[src/rtl/lfsr_pkg.sv]
// Shared types and constants for the shared 7-bit LFSR arbiter.
// Used by lfsr_share_arbiter, which also honours the optional ARB_FIXED_PRIO_EN macro.
package lfsr_pkg;

    localparam int LFSR_W = 7;
    localparam int TAP_HI = 6;
    localparam int TAP_LO = 5;
    localparam int PERIOD = 127;
    localparam int CNT_W  = 7;

    typedef enum logic [1:0] {
        IDLE,
        SEED,
        ARB,
        ISSUE
    } state_t;

    // Maximal-length polynomial: shift left and feed q[6]^q[5] into bit 0.
    function automatic logic [LFSR_W-1:0] lfsr_next(input logic [LFSR_W-1:0] cur);
        return {cur[LFSR_W-2:0], cur[TAP_HI] ^ cur[TAP_LO]};
    endfunction

endpackage

[src/rtl/lfsr7_core.sv]
// 7-bit Fibonacci LFSR register with synchronous reset, seed load and single-step advance.
// A load takes priority over a step in the same cycle.
module lfsr7_core
    import lfsr_pkg::*;
#(
    parameter logic [LFSR_W-1:0] SEED_DEFAULT = 7'b1101001
) (
    input  logic              clk,
    input  logic              rst,
    input  logic              load,
    input  logic [LFSR_W-1:0] seed,
    input  logic              step,
    output logic [LFSR_W-1:0] q
);

    always_ff @(posedge clk) begin
        if (rst) begin
            q <= SEED_DEFAULT;
        end else if (load) begin
            q <= seed;
        end else if (step) begin
            q <= lfsr_next(q);
        end
    end

endmodule

[src/rtl/lfsr_share_arbiter.sv]
// Shares one 7-bit LFSR among NUM_REQ requesters; each grant hands out the current word.
// Round-robin by default; defining ARB_FIXED_PRIO_EN selects lowest-index-wins arbitration.
module lfsr_share_arbiter
    import lfsr_pkg::*;
#(
    parameter int                NUM_REQ      = 4,
    parameter logic [LFSR_W-1:0] SEED_DEFAULT = 7'b1101001
) (
    input  logic               clk,
    input  logic               rst,
    input  logic [LFSR_W-1:0]  seed_in,
    input  logic               seed_load,
    input  logic [NUM_REQ-1:0] req,
    output logic [NUM_REQ-1:0] gnt,
    output logic [LFSR_W-1:0]  rnd_out,
    output logic               rnd_valid,
    output logic               busy,
    output logic               period_done
);

    localparam int PTR_W = (NUM_REQ > 1) ? $clog2(NUM_REQ) : 1;
    localparam logic [CNT_W-1:0] CNT_LAST = CNT_W'(PERIOD - 1);

    state_t              state;
    logic [LFSR_W-1:0]   seed_q;
    logic [LFSR_W-1:0]   load_val;
    logic [LFSR_W-1:0]   lfsr_q;
    logic [CNT_W-1:0]    count;
    logic [PTR_W-1:0]    win_idx;
    logic                win_found;
    logic                lfsr_load;
    logic                lfsr_step;
`ifndef ARB_FIXED_PRIO_EN
    logic [PTR_W-1:0]    ptr;
    logic [PTR_W-1:0]    win_q;
`endif

    // An all-zero seed would lock the LFSR up, so it is replaced by the default.
    assign load_val  = (seed_q == '0) ? SEED_DEFAULT : seed_q;
    assign lfsr_load = (state == SEED);
    assign lfsr_step = (state == ISSUE);

    lfsr7_core #(
        .SEED_DEFAULT (SEED_DEFAULT)
    ) u_lfsr (
        .clk  (clk),
        .rst  (rst),
        .load (lfsr_load),
        .seed (load_val),
        .step (lfsr_step),
        .q    (lfsr_q)
    );

`ifdef ARB_FIXED_PRIO_EN
    always_comb begin
        logic [PTR_W-1:0] cand;
        cand      = '0;
        win_found = 1'b0;
        win_idx   = '0;
        // Scan downward so the lowest asserted index is the last one written.
        for (int i = NUM_REQ - 1; i >= 0; i--) begin
            cand = PTR_W'(i);
            if (req[cand]) begin
                win_found = 1'b1;
                win_idx   = cand;
            end
        end
    end
`else
    always_comb begin
        logic [PTR_W-1:0] cand;
        cand      = '0;
        win_found = 1'b0;
        win_idx   = '0;
        // First asserted request strictly after the last winner, wrapping around.
        for (int i = 1; i <= NUM_REQ; i++) begin
            cand = PTR_W'((int'(ptr) + i) % NUM_REQ);
            if (!win_found && req[cand]) begin
                win_found = 1'b1;
                win_idx   = cand;
            end
        end
    end
`endif

    always_ff @(posedge clk) begin
        if (rst) begin
            state       <= IDLE;
            seed_q      <= '0;
            count       <= '0;
            gnt         <= '0;
            rnd_out     <= '0;
            rnd_valid   <= 1'b0;
            busy        <= 1'b0;
            period_done <= 1'b0;
`ifndef ARB_FIXED_PRIO_EN
            ptr         <= PTR_W'(NUM_REQ - 1);
            win_q       <= '0;
`endif
        end else begin
            case (state)
                IDLE: begin
                    if (seed_load) begin
                        seed_q <= seed_in;
                        state  <= SEED;
                        busy   <= 1'b1;
                    end else if (|req) begin
                        state <= ARB;
                        busy  <= 1'b1;
                    end
                end
                SEED: begin
                    count <= '0;
                    state <= IDLE;
                    busy  <= 1'b0;
                end
                ARB: begin
                    // Outputs are loaded here so they are visible throughout ISSUE.
                    if (win_found) begin
                        gnt         <= NUM_REQ'(1) << win_idx;
                        rnd_out     <= lfsr_q;
                        rnd_valid   <= 1'b1;
                        period_done <= (count == CNT_LAST);
`ifndef ARB_FIXED_PRIO_EN
                        win_q       <= win_idx;
`endif
                        state       <= ISSUE;
                    end else begin
                        state <= IDLE;
                        busy  <= 1'b0;
                    end
                end
                ISSUE: begin
                    gnt         <= '0;
                    rnd_valid   <= 1'b0;
                    period_done <= 1'b0;
                    count       <= (count == CNT_LAST) ? '0 : count + 1'b1;
`ifndef ARB_FIXED_PRIO_EN
                    ptr         <= win_q;
`endif
                    state       <= IDLE;
                    busy        <= 1'b0;
                end
                default: begin
                    state <= IDLE;
                    busy  <= 1'b0;
                end
            endcase
        end
    end

endmodule
[config.mk]
export PLATFORM = sky130hd
export DESIGN_NAME = lfsr_share_arbiter
export DESIGN_NICKNAME = d
export VERILOG_FILES = /design/src/rtl/lfsr_pkg.sv /design/src/rtl/lfsr7_core.sv /design/src/rtl/lfsr_share_arbiter.sv
export SDC_FILE = /design/constraint.sdc
export NUM_CORES = 1
export LEC_CHECK = 0
export ABC_AREA = 1
export ABC_CLOCK_PERIOD_IN_PS = 1650
export BUFFER_PORTS_ARGS = -buffer_cell sky130_fd_sc_hd__buf_2
export CAP_MARGIN = 25
export CORE_UTILIZATION = 28
export DETAILED_ROUTE_END_ITERATION = 16
export SLEW_MARGIN = 25
export SYNTH_ARGS = -nofsm -noshare
export SYNTH_HDL_FRONTEND = slang
export SYNTH_SLANG_ARGS = --single-unit
[constraint.sdc]
create_clock -name clk -period 1.65 [get_ports clk]
set_input_delay 0.33 -clock clk [delete_from_list [all_inputs] [get_ports clk]]
set_output_delay 0.33 -clock clk [all_outputs]
set_load 0.03 [all_outputs]
==> results.json, run 1 <==
{
  "cts_made_buffers": 5,
  "ys_types": 33,
  "overflow": 0,
  "avgRoutedWirePerCell_um": 10.9,
  "gp_congestion": 0.780,
  "root_buffer": "clkbuf_8",
  "htree_levels": 2,
  "synth.avg_cell_area_um2": 7.18,
  "internal_power_mw": 1.50,
  "cp.arrival_ns": 1.59,
  "ir_drop_mv": 0.328,
  "yosys_warnings": 0,
  "rr_endpoint": "seed_q[2]",
  "reg2reg_depth": 6,
  "finClkSkew_ns": 0.0115,
  "clockBufferDepth": 2,
  "placed_area_mm2": 0.00216,
  "drt_first_pass_iters": 10,
  "finalSetupViolCount": 0,
  "syn_nets": 284,
  "clkSinkCount": 41,
  "violations": "DRC",
  "die_w_um": 84.9,
  "drive_gt1_share_pct": 22.8,
  "drc_errors": 3,
  "grtUsageMet1_pct": 17.8,
  "placementRows": 29,
  "fmax_mhz": 711,
  "wirelength_mm": 4.14,
  "place_ws_ns": 0.127,
  "drt-initial-drc-count": 95,
  "crit_required_ns": 1.84,
  "pwr-share-clk_pct": 28.9,
  "synthTopCellsByCount": "nand2_1, dfxtp_1, nor2_1, inv_1, a21oi_1",
  "combPwrFrac_pct": 19.7,
  "status": "complete, but fails checks",
  "diodes": 0,
  "yosysMostFrequentCell": "nand2_1",
  "synth_area_leaders": "dfxtp_1, nand2_1, nor2_1",
  "vias_per_cell": 4.64,
  "vias": 1758,
  "die-area_mm2": 0.00720,
  "grt.total_usage_pct": 12.5,
  "crit_fanout": 8,
  "fin_total_pwr_mw": 2.19,
  "grt_pass1_vias": 1588,
  "synth_top_area_cell": "dfxtp_1",
  "cts_tree": "done",
  "p_seq_share_pct": 51.4,
  "fp.dieH_um": 84.9,
  "final.min_clock_period_ns": 1.41,
  "drv_slew": 0,
  "setup_tns_ns": 0,
  "p_sw_mw": 0.686,
  "pwr_density_cell_mw_per_mm2": 974,
  "final_core_util_pct": 34.6,
  "reg2reg_setup_slack_ns": 0.24,
  "cp-end-kind": "register",
  "nets": 317,
  "worstReg2RegStart": "state[0]",
  "ctsHoldBuffers": 0,
  "hp-class": "in -> reg",
  "fill_cells": 675,
  "period_share_pct": 85.3,
  "final_area_mm2": 0.00225,
  "startpoint": "state[0]",
  "async_flop_share_pct": 0,
  "ys_ff_latch": 41,
  "io_pins": 28,
  "grt_util_met3_pct": 2.72,
  "worst_slew_pin_slew_ns": 0.454,
  "rsz0062_at_grt": "no",
  "path_clk_slew_ns": 0.07,
  "crit_path_end": "seed_q[2]",
  "switching_share_pct": 31.4,
  "port_buffers": 27,
  "drv_cap": 0,
  "dp_hpwl_mm": 3.16,
  "power.leakage_nw": 1.02,
  "syn2layout_area_growth_pct": 16.8,
  "grt_antenna_before_repair": 0,
  "grt_start_max_net_pins": 19,
  "top_usage_layer": "met2",
  "synth_ff_type": "dfxtp_1",
  "clock_latency_ns": 0.29,
  "synth-seq-area-share_pct": 42.7,
  "setup_slack_ns": 0.243,
  "crit_type": "reg -> reg",
  "syn_area_mm2": 0.00192,
  "grt_pass1_wl_mm": 7.22,
  "core_mm2": 0.00649,
  "critPathLaunchType": "register",
  "hold_violations": 0,
  "ant_nets": 0,
  "netlist_instances": 268,
  "initial_utilization_pct": 29.6,
  "synth_top_area_share_pct": 42.7,
  "relSlewSlack_pct": 69.5,
  "use_met2_pct": 18.6,
  "synth_enable_flop_cells": 0
}
-- cell type report --
class	instances	area [um2]	area share, %
Multi-Input combinational cell	189	940	41.8
Timing Repair Buffer	33	180	8.02
Tap cell	77	96.3	4.29
Sequential cell	41	822	36.6
Clock buffer	5	68.8	3.06
Clock inverter	3	17.5	0.780
Inverter	31	121	5.40
-- worst min path at each step --
stage          cells after the start        from  slack [ns]        end
2_1_floorplan                      2    win_q[0]        0.43   win_q[0]
3_3_place_gp                       2    win_q[0]        0.45   win_q[0]
3_5_place_dp                       2    win_q[0]        0.45   win_q[0]
4_1_cts                            3  seed_in[3]        0.25  seed_q[3]
5_1_grt                            3  seed_in[3]        0.25  seed_q[3]
6_report                           3  seed_in[0]        0.26  seed_q[0]
-- stage by stage --
step	cells	hold WS, ns
after global routing	379	0.250
after detailed placement	371	0.448
final	379	0.261
after floorplan	268	0.427
after global placement	371	0.451
after CTS	379	0.251
-- cells in the final DEF (no fill, tap or decap), drive strengths merged --
| cell | synthesis | routed |
|---|---|---|
| a21oi | 24 | 24 |
| inv | 30 | 30 |
| nand2 | 75 | 75 |
| a211oi | 4 | 4 |
| nand4 | 3 | 3 |
| nor3b | 1 | 1 |
| clkinvlp | 0 | 1 |
| clkbuf | 4 | 5 |
| nand3b | 1 | 1 |
| dfxtp | 41 | 41 |
| o221a | 1 | 1 |
| nor2 | 38 | 38 |
| a32oi | 1 | 1 |
| o21ai | 18 | 18 |
| buf | 3 | 33 |
| nand3 | 9 | 9 |
| and3 | 1 | 1 |
| or2 | 1 | 1 |
| ha | 2 | 2 |
| o2111ai | 1 | 1 |
| o221ai | 1 | 1 |
| nor4 | 1 | 1 |
| o211ai | 5 | 5 |
| o22ai | 1 | 1 |
| clkinv | 1 | 3 |
| nor3 | 1 | 1 |
-- cell families (layout without fill, tap and decap cells) --
group	after synthesis	in the layout	synth area share, %
flip-flops	41	41	42.7
AO/OA/AOI/OAI	56	56	17.1
AND/OR/NAND/NOR	131	131	30.4
adder cells (fa/ha/maj)	2	2	1.30
buffers and inverters	38	72	8.46
-- routing by layer --
metal	vias to the layer above	part of all wire (%)
li1	938	-
met1	775	53
met2	38	41
met3	7	4.5
met4	0	1.5
met5	-	0
-- sequential cells by signal (all words and copies together), names as in the netlist --
| register | flops |
|---|---|
| busy | 1 |
| count | 7 |
| gnt | 4 |
| period_done | 1 |
| ptr | 2 |
| rnd_out | 7 |
| rnd_valid | 1 |
| seed_q | 7 |
| state | 2 |
| u_lfsr.q | 7 |
| win_q | 2 |
-- power groups by stage --
stage	Combinational [mW]	Clock, mW	Sequential [mW]
floorplan	0.276	0	1.18
global placement	0.428	0	1.14
detailed placement	0.433	0	1.15
CTS	0.435	0.661	1.12
global route	0.489	0.715	1.13
finish	0.432	0.632	1.12
-- worst max-delay path, cell delays in order, from the launching register on --
cell,delay [ns]
dfxtp_1,0.39
nor2_1,0.21
inv_1,0.09
nor2_2,0.22
inv_1,0.20
nor2_1,0.14
nor2_1,0.05
-- repair_timing --
item | CTS | global route
gates resized for setup | 0 | 1
endpoints found under the hold margin | 0 | 0
endpoints found under the setup margin | 0 | 2
buffers inserted | 0 | 0
Note: power is estimated with default switching activity, not from simulation.
==> run 2, diff against run 1 <==
--- a/config.mk
+++ b/config.mk
@@ -9,8 +9,10 @@
 export ABC_CLOCK_PERIOD_IN_PS = 1650
 export BUFFER_PORTS_ARGS = -buffer_cell sky130_fd_sc_hd__buf_2
 export CAP_MARGIN = 25
+export CORE_ASPECT_RATIO = 1.75
 export CORE_UTILIZATION = 28
 export DETAILED_ROUTE_END_ITERATION = 16
+export RECOVER_POWER = 25
 export SLEW_MARGIN = 25
 export SYNTH_ARGS = -nofsm -noshare
 export SYNTH_HDL_FRONTEND = slang
==> run 2 against run 1 <==
Compared with the run above:
- the flow now finishes without violations
- first-iteration DRC count shrank 35%
- sequential cell count is the same
- hold slack improved by 0.0088 ns
- largest cell class unchanged
- largest power group is now clock
==> results.json, run 2 (synthesis gave the netlist of run 1 again) <==
{
  "p_seq_share_pct": 39.9,
  "syn2layout_area_growth_pct": 21.7,
  "grt_antenna_before_repair": 0,
  "crit_fanout": 9,
  "hp-class": "in -> reg",
  "switching_share_pct": 26.4,
  "die_w_um": 64.6,
  "cp_slowest_stage_delay_ns": 0.39,
  "worstReg2RegStart": "state[0]",
  "combPwrFrac_pct": 15.1,
  "finClkSkew_ns": 0.00427,
  "cp-end-kind": "register",
  "core_mm2": 0.00659,
  "power.leakage_nw": 1.03,
  "drv_slew": 0,
  "crit_path_end": "u_lfsr.q[0]",
  "post_cts_buffers": 0,
  "fmax_mhz": 685,
  "critPathLaunchType": "register",
  "root_buffer": "clkbuf_16",
  "vias_per_cell": 4.61,
  "port_buffers": 27,
  "cts_made_buffers": 5,
  "finalSetupViolCount": 0,
  "path_clk_slew_ns": 0.06,
  "pwr-share-clk_pct": 45.0,
  "internal_power_mw": 2.08,
  "htree_levels": 2,
  "final_cell_mix": "nand2_1, dfxtp_1, nor2_1, inv_1, a21oi_1",
  "crit_chain": "nand2_1, clkbuf_1, a21oi_1, o21ai_0, o2111ai_1",
  "drv_cap": 0,
  "cp.depth": 5,
  "wirelength_mm": 4.39,
  "crit_type": "reg -> reg",
  "dp.cells": 376,
  "diodes": 0,
  "die-area_mm2": 0.00722,
  "cp_num_buf_inv": 1,
  "cp_slowest_cell": "dfxtp_1",
  "fp.dieH_um": 112,
  "grt_pass1_vias": 1761,
  "drt-initial-drc-count": 62,
  "cp.arrival_ns": 1.60,
  "overflow": 0,
  "initial_utilization_pct": 29.2,
  "clockBufferDepth": 2,
  "reg2reg_depth": 5,
  "crit_required_ns": 1.79,
  "p_sw_mw": 0.746,
  "reg2reg_setup_slack_ns": 0.19,
  "setup_tns_ns": 0,
  "grt_pass1_wl_mm": 7.53,
  "final.min_clock_period_ns": 1.46,
  "dp_hpwl_mm": 3.34,
  "clkSinkCount": 41,
  "crit_family": "flip-flops",
  "instances_no_fill": 384,
  "placementRows": 39,
  "grt_start_max_net_pins": 24,
  "period_share_pct": 88.5,
  "worst_slew_pin_slew_ns": 0.476,
  "avgRoutedWirePerCell_um": 11.4,
  "drc_errors": 0,
  "io_pins": 28,
  "drt_first_pass_iters": 4,
  "rsz0062_at_grt": "no",
  "pwr_density_cell_mw_per_mm2": 1210,
  "hold_violations": 0,
  "rr_endpoint": "u_lfsr.q[0]",
  "final_core_util_pct": 35.5,
  "gp_congestion": 0.754,
  "ant_nets": 0,
  "nets": 317,
  "status": "completed",
  "layout_commonest_cell": "nand2_1",
  "drive_gt1_share_pct": 18.9,
  "vias": 1770,
  "cts_tree": "done",
  "grt.total_usage_pct": 13.2,
  "relSlewSlack_pct": 68.0,
  "startpoint": "state[0]",
  "clock_latency_ns": 0.28,
  "ir_drop_mv": 0.587
}
## run 2: changes by cell type in the layout (fill, tap and decap cells not counted), sizes merged
cell	change
clkinv	-2
buf	-11
clkbuf	+11
clkinvlp	-1
bufinv	+2
inv	+1
## run 2: cell type report
| cell class | count | area (um2) |
|---|---|---|
| fillers | 737 | 4250 |
| multi-input cells | 189 | 937 |
| flip-flops and latches | 41 | 822 |
| repair buffers | 33 | 164 |
| clock buffers | 5 | 125 |
| inverters | 31 | 121 |
| well taps | 82 | 103 |
| clock inverters | 3 | 68.8 |
## run 2: worst register-to-register path, delay by kind of cell, from the launching register on
kind,cells,cell delay [ns]
flops,1,0.39
buf+inv,1,0.38
simple gates,1,0.16
compound gates,3,0.39
## run 2: power by group through the flow
stage	sequential (mW)	clock [mW]	combinational [mW]
floorplan	1.18	0	0.276
finish	1.13	1.27	0.426
detailed placement	1.15	0	0.437
global route	1.14	1.33	0.483
CTS	1.13	1.29	0.440
global placement	1.15	0	0.433
## run 2: what timing repair did
action | 4_1_cts | 5_1_grt
gates resized for setup | 0 | 1
setup endpoints to repair | 0 | 6
hold buffers | 0 | 0
## run 2: through the flow
stage	hold WS [ns]	setup WS [ns]	instance area, um2	power (mW)
2_1_floorplan	0.427	0.380	1920	1.46
3_3_place_gp	0.441	0.113	2160	1.58
3_5_place_dp	0.448	0.0644	2160	1.59
4_1_cts	0.270	0.0513	2360	2.85
5_1_grt	0.275	0.0284	2340	2.95
6_report	0.270	0.191	2340	2.82
## run 2: how the worst min path moves through the flow
stage	start	cells past startpoint	end	slack, ns
finish	seed_in[2]	3	seed_q[2]	0.27
global route	seed_in[2]	3	seed_q[2]	0.27
CTS	seed_in[3]	3	seed_q[3]	0.27
detailed placement	win_q[0]	2	win_q[0]	0.45
global placement	win_q[0]	2	win_q[0]	0.44
floorplan	win_q[0]	2	win_q[0]	0.43
## run 2: routing by layer
layer | vias to the layer above | routed length (um) | global-route usage [%]
met5 | - | 0 | 0
li1 | 938 | - | -
met1 | 791 | 1750 | 13.6
met2 | 32 | 2390 | 24.9
met4 | 0 | 142 | 6.96
met3 | 9 | 101 | 1.64
==> run 3, diff against run 2 <==
--- a/config.mk
+++ b/config.mk
@@ -7,7 +7,7 @@
 export LEC_CHECK = 0
 export ABC_AREA = 1
 export ABC_CLOCK_PERIOD_IN_PS = 1650
-export BUFFER_PORTS_ARGS = -buffer_cell sky130_fd_sc_hd__buf_2
+export BUFFER_PORTS_ARGS = -buffer_cell sky130_fd_sc_hd__buf_4
 export CAP_MARGIN = 25
 export CORE_ASPECT_RATIO = 1.75
 export CORE_UTILIZATION = 28
==> run 3 against run 2 <==
Compared with the run above:
- non-clock buffer count shrank 1
- worst setup slack gained 0.023 ns
- hold slack is essentially flat
- combinational power grew 3%
- sequential share of layout area shrank 0.46 points
- fmax grew 1.6%
- clock-buffer cell count is the same
- routed wire length grew 2.2%
- via count grew 0.51%
- clock power is essentially flat
- total power grew 0.47%
- clock skew shrank 0.0019 ns
- highest routed layer unchanged
==> results.json, run 3 (synthesis gave the netlist of run 1 again) <==
{
  "overflow": 0,
  "post_cts_buffers": 0,
  "pwr-share-clk_pct": 44.9,
  "fp.dieH_um": 112,
  "cts_made_buffers": 5,
  "root_buffer": "clkbuf_16",
  "drt_first_pass_iters": 4,
  "power.leakage_nw": 1.03,
  "final_area_mm2": 0.00237,
  "crit_type": "reg -> reg",
  "initial_utilization_pct": 29.2,
  "gp_congestion": 0.751,
  "vias": 1779,
  "drt-initial-drc-count": 28,
  "multi_input_area_um2": 937,
  "switching_share_pct": 26.5,
  "finClkSkew_ns": 0.00238,
  "path_clk_slew_ns": 0.06,
  "crit_required_ns": 1.81,
  "grt_start_max_net_pins": 25,
  "rsz0062_at_grt": "no",
  "p_sw_mw": 0.751,
  "grt_antenna_before_repair": 0,
  "drv_cap": 0,
  "setup_tns_ns": 0,
  "fmax_mhz": 696,
  "placementRows": 39,
  "hp-class": "in -> reg",
  "pwr_density_cell_mw_per_mm2": 1200,
  "die_w_um": 64.6,
  "period_share_pct": 87.1,
  "hold_violations": 0,
  "cts_tree": "done",
  "finalSetupViolCount": 0,
  "grt.total_usage_pct": 13.6,
  "diodes": 0,
  "internal_power_mw": 2.08,
  "drc_errors": 0,
  "htree_levels": 2,
  "worst_slew_pin_slew_ns": 0.462,
  "status": "completed",
  "final.min_clock_period_ns": 1.44,
  "grt_pass1_wl_mm": 7.67,
  "cp.arrival_ns": 1.60,
  "io_pins": 28,
  "grt_pass1_vias": 1710,
  "drv_slew": 0,
  "place_ws_ns": 0.0591,
  "crit_fanout": 10,
  "layout_commonest_cell": "nand2_1",
  "die-area_mm2": 0.00722,
  "setup_slack_ns": 0.213,
  "nets": 316,
  "p_seq_share_pct": 39.7,
  "syn2layout_area_growth_pct": 23.4,
  "cp-end-kind": "register",
  "final_cell_mix": "nand2_1, dfxtp_1, nor2_1, inv_1, a21oi_1",
  "clock_latency_ns": 0.28,
  "dp_hpwl_mm": 3.34,
  "ant_nets": 0,
  "hold_slack_ns": 0.270,
  "clockBufferDepth": 2,
  "seq_area_um2": 822,
  "ir_drop_mv": 0.512,
  "placed_area_mm2": 0.00222,
  "fin_total_pwr_mw": 2.84,
  "critPathLaunchType": "register",
  "fill_cells": 729,
  "drive_gt1_share_pct": 18.3,
  "clkSinkCount": 41,
  "relSlewSlack_pct": 68.9,
  "combPwrFrac_pct": 15.4,
  "wirelength_mm": 4.49,
  "vias_per_cell": 4.64,
  "avgRoutedWirePerCell_um": 11.7,
  "port_buffers": 27,
  "core_mm2": 0.00659
}
-- run 3: routing by layer --
metal	global-route usage, %	vias up	part of all wire [%]
met4	7.56	0	2.3
li1	-	938	-
met3	2.36	9	2.5
met5	0	-	0
met2	25.1	27	55
met1	14.0	805	41
-- run 3: path summary, 6_finish.rpt --
kind              start   endpoint  slack, ns  cells past startpoint
min reg2reg    win_q[0]   win_q[0]       0.46                      2
max              ptr[0]     gnt[0]       0.21                     11
min          seed_in[4]  seed_q[4]       0.27                      3
max reg2reg      ptr[0]     gnt[0]       0.21                     11
-- run 3: what timing repair did --
| item | 4_1_cts | 5_1_grt |
|---|---|---|
| endpoints found under the hold margin | 0 | 0 |
| endpoints found under the setup margin | 0 | 6 |
| resized for setup | 0 | 1 |
| hold buffers | 0 | 0 |
-- run 3: through the flow --
| step | std cells | utilization [%] |
|---|---|---|
| 2_1_floorplan | 268 | - |
| 3_3_place_gp | 375 | 33.8 |
| 3_5_place_dp | 375 | 33.8 |
| 4_1_cts | 383 | 36.7 |
| 5_1_grt | 383 | 36.0 |
| 6_report | 383 | 36.0 |
-- run 3: cell type report --
cell class,count,share of cell area [%]
Multi-Input combinational cell,189,39.5
Sequential cell,41,34.7
Timing Repair Buffer,32,8.23
Clock buffer,5,5.27
Inverter,31,5.12
Tap cell,82,4.32
Clock inverter,3,2.90
-- run 3: worst max-delay path: stages (launching register included) --
cell	delay (ns)
dfxtp_2	0.46
inv_6	0.07
nand2_1	0.08
nand3_1	0.08
nand2_2	0.10
inv_1	0.05
nor2_1	0.08
nand3_1	0.08
nand2_2	0.12
nor2_1	0.06
nor2_1	0.08
nor2_1	0.04
-- run 3: power groups by stage --
stage	Clock, mW	Combinational [mW]	Sequential [mW]
final	1.27	0.437	1.13
after global placement	0	0.456	1.15
after CTS	1.30	0.463	1.13
after detailed placement	0	0.461	1.15
after global routing	1.34	0.492	1.14
after floorplan	0	0.276	1.18
